===== config.mk =====
export PLATFORM = sky130hd
export DESIGN_NAME = cpu_req_queue_flat
export DESIGN_NICKNAME = d
export VERILOG_FILES = /design/src/rtl/cpu_req_queue_if.sv /design/src/rtl/cpu_req_queue.sv /design/src/flat_wrapper.sv
export SDC_FILE = /design/constraint.sdc
export NUM_CORES = 1
export LEC_CHECK = 0
export CORE_ASPECT_RATIO = 1.4
export CORE_UTILIZATION = 33
export DETAILED_ROUTE_END_ITERATION = 10
export PLACE_DENSITY = 0.52
export RECOVER_POWER = 25
export SYNTH_ARGS = -nofsm -noshare
export SYNTH_HDL_FRONTEND = slang
export SYNTH_SLANG_ARGS = --single-unit

===== constraint.sdc =====
create_clock -name clk -period 2.6 [get_ports clk]
set_clock_uncertainty 0.2 [all_clocks]
set_input_delay 0.39 -clock clk [delete_from_list [all_inputs] [get_ports clk]]
set_output_delay 0.39 -clock clk [all_outputs]
set_load 0.01 [all_outputs]

===== src/rtl/cpu_req_queue_if.sv =====
`default_nettype none
// ======================================================================
// cpu_req_queue_if : processor request and cache-controller bus bundle
// Revision: 1.0
// ======================================================================
interface cpu_req_queue_if #(
  parameter int DEPTH = 4,
  parameter int AW    = 8,
  parameter int DW    = 8
);
  localparam int CW = $clog2(DEPTH) + 1;

  logic          req_valid;
  logic          req_ready;
  logic          req_read;
  logic [AW-1:0] req_addr;
  logic [DW-1:0] req_wdata;
  logic [AW-1:0] address;
  logic [DW-1:0] write_data;
  logic          read_operation;
  logic          start;
  logic          cache_busy;
  logic [DW-1:0] read_data;
  logic          rsp_valid;
  logic [DW-1:0] rsp_data;
  logic          wr_done;
  logic [CW-1:0] q_count;

  // Driver side: CPU plus the cache controller.
  modport master (
    output req_valid, req_read, req_addr, req_wdata, cache_busy, read_data,
    input  req_ready, address, write_data, read_operation, start,
           rsp_valid, rsp_data, wr_done, q_count
  );

  // Queue side.
  modport slave (
    input  req_valid, req_read, req_addr, req_wdata, cache_busy, read_data,
    output req_ready, address, write_data, read_operation, start,
           rsp_valid, rsp_data, wr_done, q_count
  );
endinterface
`default_nettype wire


===== src/rtl/cpu_req_queue.sv =====
`default_nettype none
// ======================================================================
// cpu_req_queue : CPU request FIFO issuing one access at a time to the
//   cache controller. Optional perf counters under REQ_PERF_CNT_EN.
// Revision: 1.0
// ======================================================================
module cpu_req_queue #(
  parameter int DEPTH     = 4,
  parameter int AW        = 8,
  parameter int DW        = 8,
  parameter int BUSY_WAIT = 4
) (
  input  logic           clk,
  input  logic           rst,
  cpu_req_queue_if.slave bus
`ifdef REQ_PERF_CNT_EN
  ,
  output logic [15:0]    rd_cnt,
  output logic [15:0]    wr_cnt,
  output logic [15:0]    busy_cyc
`endif
);
  localparam int PW  = (DEPTH > 1) ? $clog2(DEPTH) : 1;
  localparam int CW  = PW + 1;
  localparam int EW  = 1 + AW + DW;
  localparam int WCW = (BUSY_WAIT > 1) ? $clog2(BUSY_WAIT) : 1;
  localparam logic [WCW-1:0] WAIT_LAST = WCW'(BUSY_WAIT - 1);
  localparam logic [CW-1:0]  FULL_CNT  = CW'(DEPTH);

  typedef enum logic [2:0] {
    IDLE      = 3'd0,
    ISSUE     = 3'd1,
    WAIT_BUSY = 3'd2,
    WAIT_DONE = 3'd3,
    RESP      = 3'd4
  } state_t;

  state_t         state;
  logic [EW-1:0]  mem [DEPTH];
  logic [PW-1:0]  wr_ptr;
  logic [PW-1:0]  rd_ptr;
  logic [CW-1:0]  count;
  logic [WCW-1:0] wait_cnt;

  logic           start_pulse;
  logic           rsp_pulse;
  logic           wr_pulse;
  logic [DW-1:0]  rsp_value;
  logic [AW-1:0]  cur_addr;
  logic [DW-1:0]  cur_wdata;
  logic           cur_read;

  logic           push;
  logic           pop;
  logic           enter_resp;
  logic           head_read;
  logic [AW-1:0]  head_addr;
  logic [DW-1:0]  head_wdata;

  assign bus.req_ready      = (count != FULL_CNT);
  assign bus.q_count        = count;
  assign bus.start          = start_pulse;
  assign bus.rsp_valid      = rsp_pulse;
  assign bus.rsp_data       = rsp_value;
  assign bus.wr_done        = wr_pulse;
  assign bus.address        = cur_addr;
  assign bus.write_data     = cur_wdata;
  assign bus.read_operation = cur_read;

  assign push = bus.req_valid && bus.req_ready;
  assign pop  = (state == ISSUE);
  assign {head_read, head_addr, head_wdata} = mem[rd_ptr];

  // Busy has priority over the wait timeout, even on the final wait cycle.
  assign enter_resp = !bus.cache_busy &&
                      ((state == WAIT_DONE) ||
                       ((state == WAIT_BUSY) && (wait_cnt == WAIT_LAST)));

  always_ff @(posedge clk) begin
    if (push) begin
      mem[wr_ptr] <= {bus.req_read, bus.req_addr, bus.req_wdata};
    end
  end

  always_ff @(posedge clk or negedge rst) begin
    if (!rst) begin
      wr_ptr <= '0;
      rd_ptr <= '0;
      count  <= '0;
    end else begin
      if (push) begin
        wr_ptr <= wr_ptr + 1'b1;
      end
      if (pop) begin
        rd_ptr <= rd_ptr + 1'b1;
      end
      count <= count + CW'(push) - CW'(pop);
    end
  end

  always_ff @(posedge clk or negedge rst) begin
    if (!rst) begin
      state       <= IDLE;
      wait_cnt    <= '0;
      start_pulse <= 1'b0;
      rsp_pulse   <= 1'b0;
      wr_pulse    <= 1'b0;
      rsp_value   <= '0;
      cur_addr    <= '0;
      cur_wdata   <= '0;
      cur_read    <= 1'b0;
    end else begin
      start_pulse <= 1'b0;
      rsp_pulse   <= 1'b0;
      wr_pulse    <= 1'b0;
      case (state)
        IDLE: begin
          if (count != '0) begin
            state       <= ISSUE;
            start_pulse <= 1'b1;
            cur_addr    <= head_addr;
            cur_wdata   <= head_wdata;
            cur_read    <= head_read;
          end
        end
        ISSUE: begin
          state    <= WAIT_BUSY;
          wait_cnt <= '0;
        end
        WAIT_BUSY: begin
          if (bus.cache_busy) begin
            state <= WAIT_DONE;
          end else if (wait_cnt == WAIT_LAST) begin
            state <= RESP;
          end else begin
            wait_cnt <= wait_cnt + 1'b1;
          end
        end
        WAIT_DONE: begin
          if (!bus.cache_busy) begin
            state <= RESP;
          end
        end
        RESP: begin
          state <= IDLE;
        end
        default: begin
          state <= IDLE;
        end
      endcase

      if (enter_resp) begin
        rsp_pulse <= cur_read;
        wr_pulse  <= !cur_read;
        if (cur_read) begin
          rsp_value <= bus.read_data;
        end
      end
    end
  end

`ifdef REQ_PERF_CNT_EN
  always_ff @(posedge clk or negedge rst) begin
    if (!rst) begin
      rd_cnt   <= '0;
      wr_cnt   <= '0;
      busy_cyc <= '0;
    end else begin
      if (rsp_pulse && (rd_cnt != 16'hFFFF)) begin
        rd_cnt <= rd_cnt + 16'd1;
      end
      if (wr_pulse && (wr_cnt != 16'hFFFF)) begin
        wr_cnt <= wr_cnt + 16'd1;
      end
      if (((state == WAIT_BUSY) || (state == WAIT_DONE)) && (busy_cyc != 16'hFFFF)) begin
        busy_cyc <= busy_cyc + 16'd1;
      end
    end
  end
`endif

endmodule
`default_nettype wire


===== src/flat_wrapper.sv =====
// flat-port wrapper written by rule: the top's interface ports become plain ports
module cpu_req_queue_flat 
#(
  parameter int DEPTH     = 4,
  parameter int AW        = 8,
  parameter int DW        = 8,
  parameter int BUSY_WAIT = 4
)
  (clk, rst, bus_req_valid, bus_req_read, bus_req_addr, bus_req_wdata, bus_cache_busy, bus_read_data, bus_req_ready, bus_address, bus_write_data, bus_read_operation, bus_start, bus_rsp_valid, bus_rsp_data, bus_wr_done, bus_q_count);
  cpu_req_queue_if #(.DEPTH(DEPTH), .AW(AW), .DW(DW)) bus_i ();
  input  logic clk;
  input  logic rst;
  input wire logic [$bits(bus_i.req_valid)-1:0] bus_req_valid;
  input wire logic [$bits(bus_i.req_read)-1:0] bus_req_read;
  input wire logic [$bits(bus_i.req_addr)-1:0] bus_req_addr;
  input wire logic [$bits(bus_i.req_wdata)-1:0] bus_req_wdata;
  input wire logic [$bits(bus_i.cache_busy)-1:0] bus_cache_busy;
  input wire logic [$bits(bus_i.read_data)-1:0] bus_read_data;
  output wire logic [$bits(bus_i.req_ready)-1:0] bus_req_ready;
  output wire logic [$bits(bus_i.address)-1:0] bus_address;
  output wire logic [$bits(bus_i.write_data)-1:0] bus_write_data;
  output wire logic [$bits(bus_i.read_operation)-1:0] bus_read_operation;
  output wire logic [$bits(bus_i.start)-1:0] bus_start;
  output wire logic [$bits(bus_i.rsp_valid)-1:0] bus_rsp_valid;
  output wire logic [$bits(bus_i.rsp_data)-1:0] bus_rsp_data;
  output wire logic [$bits(bus_i.wr_done)-1:0] bus_wr_done;
  output wire logic [$bits(bus_i.q_count)-1:0] bus_q_count;
  assign bus_i.req_valid = bus_req_valid;
  assign bus_i.req_read = bus_req_read;
  assign bus_i.req_addr = bus_req_addr;
  assign bus_i.req_wdata = bus_req_wdata;
  assign bus_i.cache_busy = bus_cache_busy;
  assign bus_i.read_data = bus_read_data;
  assign bus_req_ready = bus_i.req_ready;
  assign bus_address = bus_i.address;
  assign bus_write_data = bus_i.write_data;
  assign bus_read_operation = bus_i.read_operation;
  assign bus_start = bus_i.start;
  assign bus_rsp_valid = bus_i.rsp_valid;
  assign bus_rsp_data = bus_i.rsp_data;
  assign bus_wr_done = bus_i.wr_done;
  assign bus_q_count = bus_i.q_count;
  cpu_req_queue #(.DEPTH(DEPTH), .AW(AW), .DW(DW), .BUSY_WAIT(BUSY_WAIT)) u_core (.clk(clk), .rst(rst), .bus(bus_i));
endmodule

# Yosys cells after proc, flatten, opt, wreduce, memory -nomap -nowiden
# Memories as Yosys holds them, arrays and structs flattened. A register that Yosys moved wholly into a read port is not among the register bits.
# Index checks and enable logic that the tools add are counted.
dict set report totals {
  ff_bits 23
  mem_bits_rw 68
  word_cells 53
  out_inout_bits 32
  memories 1
  in_bits 29
}
# memory words width read_ports rd_clocked_by_memory_dff wr line_no
set memory_table {}
lappend memory_table {u_core.mem 4 17 1 1 1 cpu_req_queue.sv:39} ;# logic [EW-1:0] mem [DEPTH];
dict set report op_classes {
  mux 14
  eq_ne 10
  n_addsub 5
  reduce_logical 14
}
# cell n
set op_table {}
lappend op_table {{$mux W3} 4}
lappend op_table {{$pmux W3 S4} 1}
lappend op_table {{$add A2 B1 Y2 const B} 3}
lappend op_table {{$eq A3 B2 Y1 const B} 2}
lappend op_table {{$mux W1} 6}
lappend op_table {{$ne A2 B2 Y1 const B} 3}
lappend op_table {{$ne A3 B3 Y1 const B} 2}
lappend op_table {{$reduce_and A3 Y1} 2}
lappend op_table {{$mux W2} 2}
lappend op_table {{$pmux W2 S2} 1}
lappend op_table {{$reduce_and A2 Y1} 2}
lappend op_table {{$add A3 B1 Y3} 1}
lappend op_table {{$eq A3 B1 Y1 const B} 1}
lappend op_table {{$logic_and A1 B1 Y1} 3}
lappend op_table {{$logic_not A1 Y1} 3}
lappend op_table {{$logic_not A3 Y1} 1}
lappend op_table {{$reduce_bool A3 Y1} 1}
lappend op_table {{$sub A3 B1 Y3} 1}
lappend op_table {{$eq A2 B2 Y1 const B} 1}
lappend op_table {{$ne A2 B1 Y1 const B} 1}
lappend op_table {{$reduce_bool A2 Y1} 1}
lappend op_table {{$logic_or A1 B1 Y1} 1}

# Longest topological paths before layout
dict set report logic_depth {
  depth_word 5
  mapped_depth 7
  depth_no_buf 7
}

# Worst setup path before layout
# Ideal clock, no wire load.
dict set report synth_path {
  path_type {register -> register}
  startpoint {register u_core.state[2]}
  endpoint {register u_core.count[2], in the netlist u_core.bus.q_count[2]}
  path_slack_ns 0.458
  period_less_slack_ns 2.142
  stages_incl_launch_ff 8
  path_buffers 0
  setup_ns 0.123
  required_time_ns 2.277
  t_arrival_ns 1.819
  path_cell_list {dfrtp_1 -> nor3b_1 -> ha_1 -> inv_1 -> ha_1 -> fa_1 -> xnor2_1 -> xnor2_1}
}
dict set report synth_via {
  elab_chain_cells 2
}
# item line_no
set synth_lines {}
lappend synth_lines {{start: declaration} cpu_req_queue.sv:38} ;# state_t state;
lappend synth_lines {{start signal: assignment} cpu_req_queue.sv:103} ;# state <= IDLE;
lappend synth_lines {{start signal: assignment} cpu_req_queue.sv:119} ;# state <= ISSUE;
lappend synth_lines {{start signal: assignment} cpu_req_queue.sv:127} ;# state <= WAIT_BUSY;
lappend synth_lines {{$eq A3 B1 Y1} cpu_req_queue.sv:71} ;# assign pop = (state == ISSUE);
lappend synth_lines {{$sub A3 B1 Y3} cpu_req_queue.sv:97} ;# count <= count + CW'(push) - CW'(pop);
lappend synth_lines {{end signal: assignment} cpu_req_queue.sv:97}
lappend synth_lines {{end: declaration} cpu_req_queue.sv:42} ;# logic [CW-1:0] count;
# No other way between the ends.
# A chain may end at the register's enable or synchronous reset.

# Worst setup path in the final report
# Ends and elaborated chain as after synthesis.

==> key figures <==
Outcome
  – Status: complete, no violations

Floorplanning
  – Die X: 96.9 µm
  – Initial Util: 33.8%
  – Die footprint: 0.0131 mm²
  – Num rows: 48
  – Std-Cell Core Area: approximately 0.012 mm²
  – Die Ht: about 130 µm
  – Io pins: 61

CTS
  – CTS tree: yes
  – # clock sinks: between 100 and 150
  – Post-CTS Setup Repair Bufs: 0
  – Root buf cell: clkbuf_16
  – TritonCTS buffer count: 9
  – Htree depth: 3
  – Reg clk slew, reported paths: about 0.07 ns
  – Clk buf depth: 2
  – Worst-skew pair later-pin latency: approximately 0.33 ns

Synthesis
  – Synth cell count leaders: edfxtp_1 (68), dfrtp_1 (40), mux2_2 (17), mux4_2 (17)
  – Register area share after synthesis: between 70% and 80%
  – Post-synth EDFFs: between 60 and 70
  – Leading area contributor after synthesis: edfxtp_1
  – #FFs+latches synth: 108
  – Most frequent cell after synthesis: edfxtp_1
  – Mapped Nets: 246
  – Post-synthesis cell type count: 30
  – Ranking of synthesized cells by area: edfxtp_1 (49%), dfrtp_1 (24%), mux4_2 (9.2%), mux2_2 (4.6%), mux2_4 (3.3%)
  – Post-Synthesis Cell Area: 0.00416 mm²
  – Syn Area/Cell: ~20 µm²
  – FFs w/ async S/R, synth: a little under two fifths
  – Post-Syn Instances: 209
  – Top cell type's share of synthesized area: between 40% and 50%
  – Synth Warn #: 0
  – Top_reg_cell synth: edfxtp_1

Detailed routing
  – Met2 WL: about 4000 µm
  – WL final: 7260 µm
  – Met1 WL: approximately 3000 µm
  – Initial drt markers: 104
  – Routed length per instance: ~16 µm
  – Via/cell ratio: between 4 and 5
  – Vias: 2088
  – ANT nets after route: 0
  – Met3 WL post-DR: 205 µm
  – Pre-Repair DR Iteration Count: 4
  – Uppermost routed layer: met4
  – DRC viols: 0

Critical path
  – WP data arrival: ~2.1 ns
  – Crit path to: u_core.bus.q_count[2]
  – Setup slack, reg-to-reg: between 0.5 and 0.6 ns
  – Worst R2R End: u_core.bus.q_count[2]
  – WS Path Type: flop to flop
  – Worst setup SP type: flop
  – Crit path launch: u_core.state[2]
  – Worst path required time: 2.66 ns
  – Worst reg-to-reg path cell count: 7
  – R2r startpoint: u_core.state[2]
  – Critical Path Fanout Max: 6
  – Worst setup EP type: flop

Timing
  – Max Freq: 480 MHz
  – Max Slew Vio Count: 0
  – Period utilization: 80.1%
  – Worst setup margin: a little over 0.5 ns
  – Slew @ Worst Pin: 0.463 ns
  – Hold Slack: around 0.30 ns
  – Final Hold Fails: 0
  – Setup TNS: 0 ns
  – Slew headroom: approximately 69%
  – RSZ-0062 raised after global routing: false
  – Final Critical Period: 2.08 ns
  – Final Setup Violations: 0

GRT
  – First-pass GRT wire length: approximately 12000 µm
  – Pin count of the biggest net entering global routing: 20
  – Vias in the first global route: 2158
  – Global Route Usage Sum: 12.0%
  – Antenna violations before repair: 0
  – Total congestion overflow: 0

Finish
  – Final instance area: 0.00531 mm²
  – Fin nets: between 300 and 400
  – Final core occ: between 40% and 50%
  – N_diodes: 0
  – # fillers: between 1k and 1.5k
  – Cell Count, Final, Fillers Out: ~440
  – Area grow syn2layout: 27.7%
  – Ratio of cells with drive above 1 in the final layout: between 20% and 30%

Hold path
  – Hold wc startpoint: u_core.bus.read_operation
  – HP Class: flop to flop

Placement
  – Area after DPL: roughly 0.005 mm²
  – DP Wirelength: 4660 µm
  – Port Buf Inserts: 60
  – Placed cell count: roughly 420
  – Gpl congestion: around 0.74
  – Post-Place Worst Slack: about 0.32 ns

Run
  – Max-cap violations: 0

Pwr
  – Worst VDD drop: 0.421 mV
  – Total Power Consumption: slightly above 6 mW
  – Pwr dens: roughly 1100 mW/mm²
  – Static Leakage: 1.99 nW
[worst max-delay path, stage by stage (launching register included)]
cell	delay (ns)
dfrtp_1	0.44
nor3b_1	0.30
ha_1	0.16
inv_1	0.04
ha_1	0.18
fa_1	0.37
xnor2_1	0.18
xnor2_1	0.13
[per-layer routing]
metal	vias up	global-route usage, %
met5	-	0
met3	7	2.43
met2	42	21.3
met4	0	5.22
met1	1097	14.0
li1	942	-
[logic make-up (layout without fill, tap and decap cells)]
family | after synthesis | after routing | synth area share [%]
multiplexers | 43 | 43 | 17.1
AO/OA/AOI/OAI | 9 | 9 | 1.44
flip-flops | 108 | 108 | 73.2
XOR/XNOR | 5 | 5 | 1.05
AND/OR/NAND/NOR | 21 | 21 | 2.89
buffers and inverters | 15 | 97 | 1.78
adder cells (fa/ha/maj) | 8 | 8 | 2.59
[state kept, by name, indices dropped and copies added, names as in the netlist]
register,count
u_core.bus.address,8
u_core.bus.q_count,3
u_core.bus.read_operation,1
u_core.bus.rsp_data,8
u_core.bus.rsp_valid,1
u_core.bus.start,1
u_core.bus.wr_done,1
u_core.bus.write_data,8
u_core.mem,68
u_core.rd_ptr,2
u_core.state,3
u_core.wait_cnt,2
u_core.wr_ptr,2
[layout make-up]
type | instances | area, µm² | area share (%)
Sequential cell | 108 | 3040 | 57.3
Multi-Input combinational cell | 86 | 1040 | 19.6
Timing Repair Buffer | 72 | 738 | 13.9
Clock buffer | 9 | 225 | 4.24
Tap cell | 150 | 188 | 3.53
Clock inverter | 7 | 41.3 | 0.778
Inverter | 9 | 33.8 | 0.636
[report_power, final]
group	leakage [nW]	internal, mW	total [mW]	switching, mW
combinational	0.756	1.31	2.25	0.935
clock	0.128	0.643	1.22	0.573
sequential	1.10	2.38	2.61	0.231
[what timing repair did]
action	in CTS	in global routing
gates resized for setup	0	0
hold buffers	1	0
hold endpoints to repair	16	0
[placed cells by master, fill, tap and decap left out, types with 2 or more instances in the layout]
master and instances:
a211oi_1 2, dlygate4sd3_1 17, buf_12 4, edfxtp_1 68, clkinv_1 3, o21ai_0 2, buf_4 7, nor2b_1 3
a21oi_1 2, mux4_2 17, clkbuf_16 9, inv_1 9, nor2_1 5, clkdlybuf4s50_1 43, and2_1 4, mux2_2 17
mux2_4 9, ha_1 7, dfrtp_1 40, nand2_1 3, xnor2_1 4
[worst min-delay path by stage]
stage / endpoint / slack (ns) / depth (start not counted)
after floorplan: u_core.bus.address[0] / -0.11 / 0
after global placement: u_core.wr_ptr[1] / 0.17 / 1
after detailed placement: u_core.bus.address[7] / 0.18 / 1
after CTS: u_core.bus.wr_done / 0.31 / 1
after global routing: u_core.bus.rsp_data[1] / 0.32 / 1
final: u_core.bus.wr_done / 0.30 / 1
No activity file was read; power rests on OpenSTA's default activity.
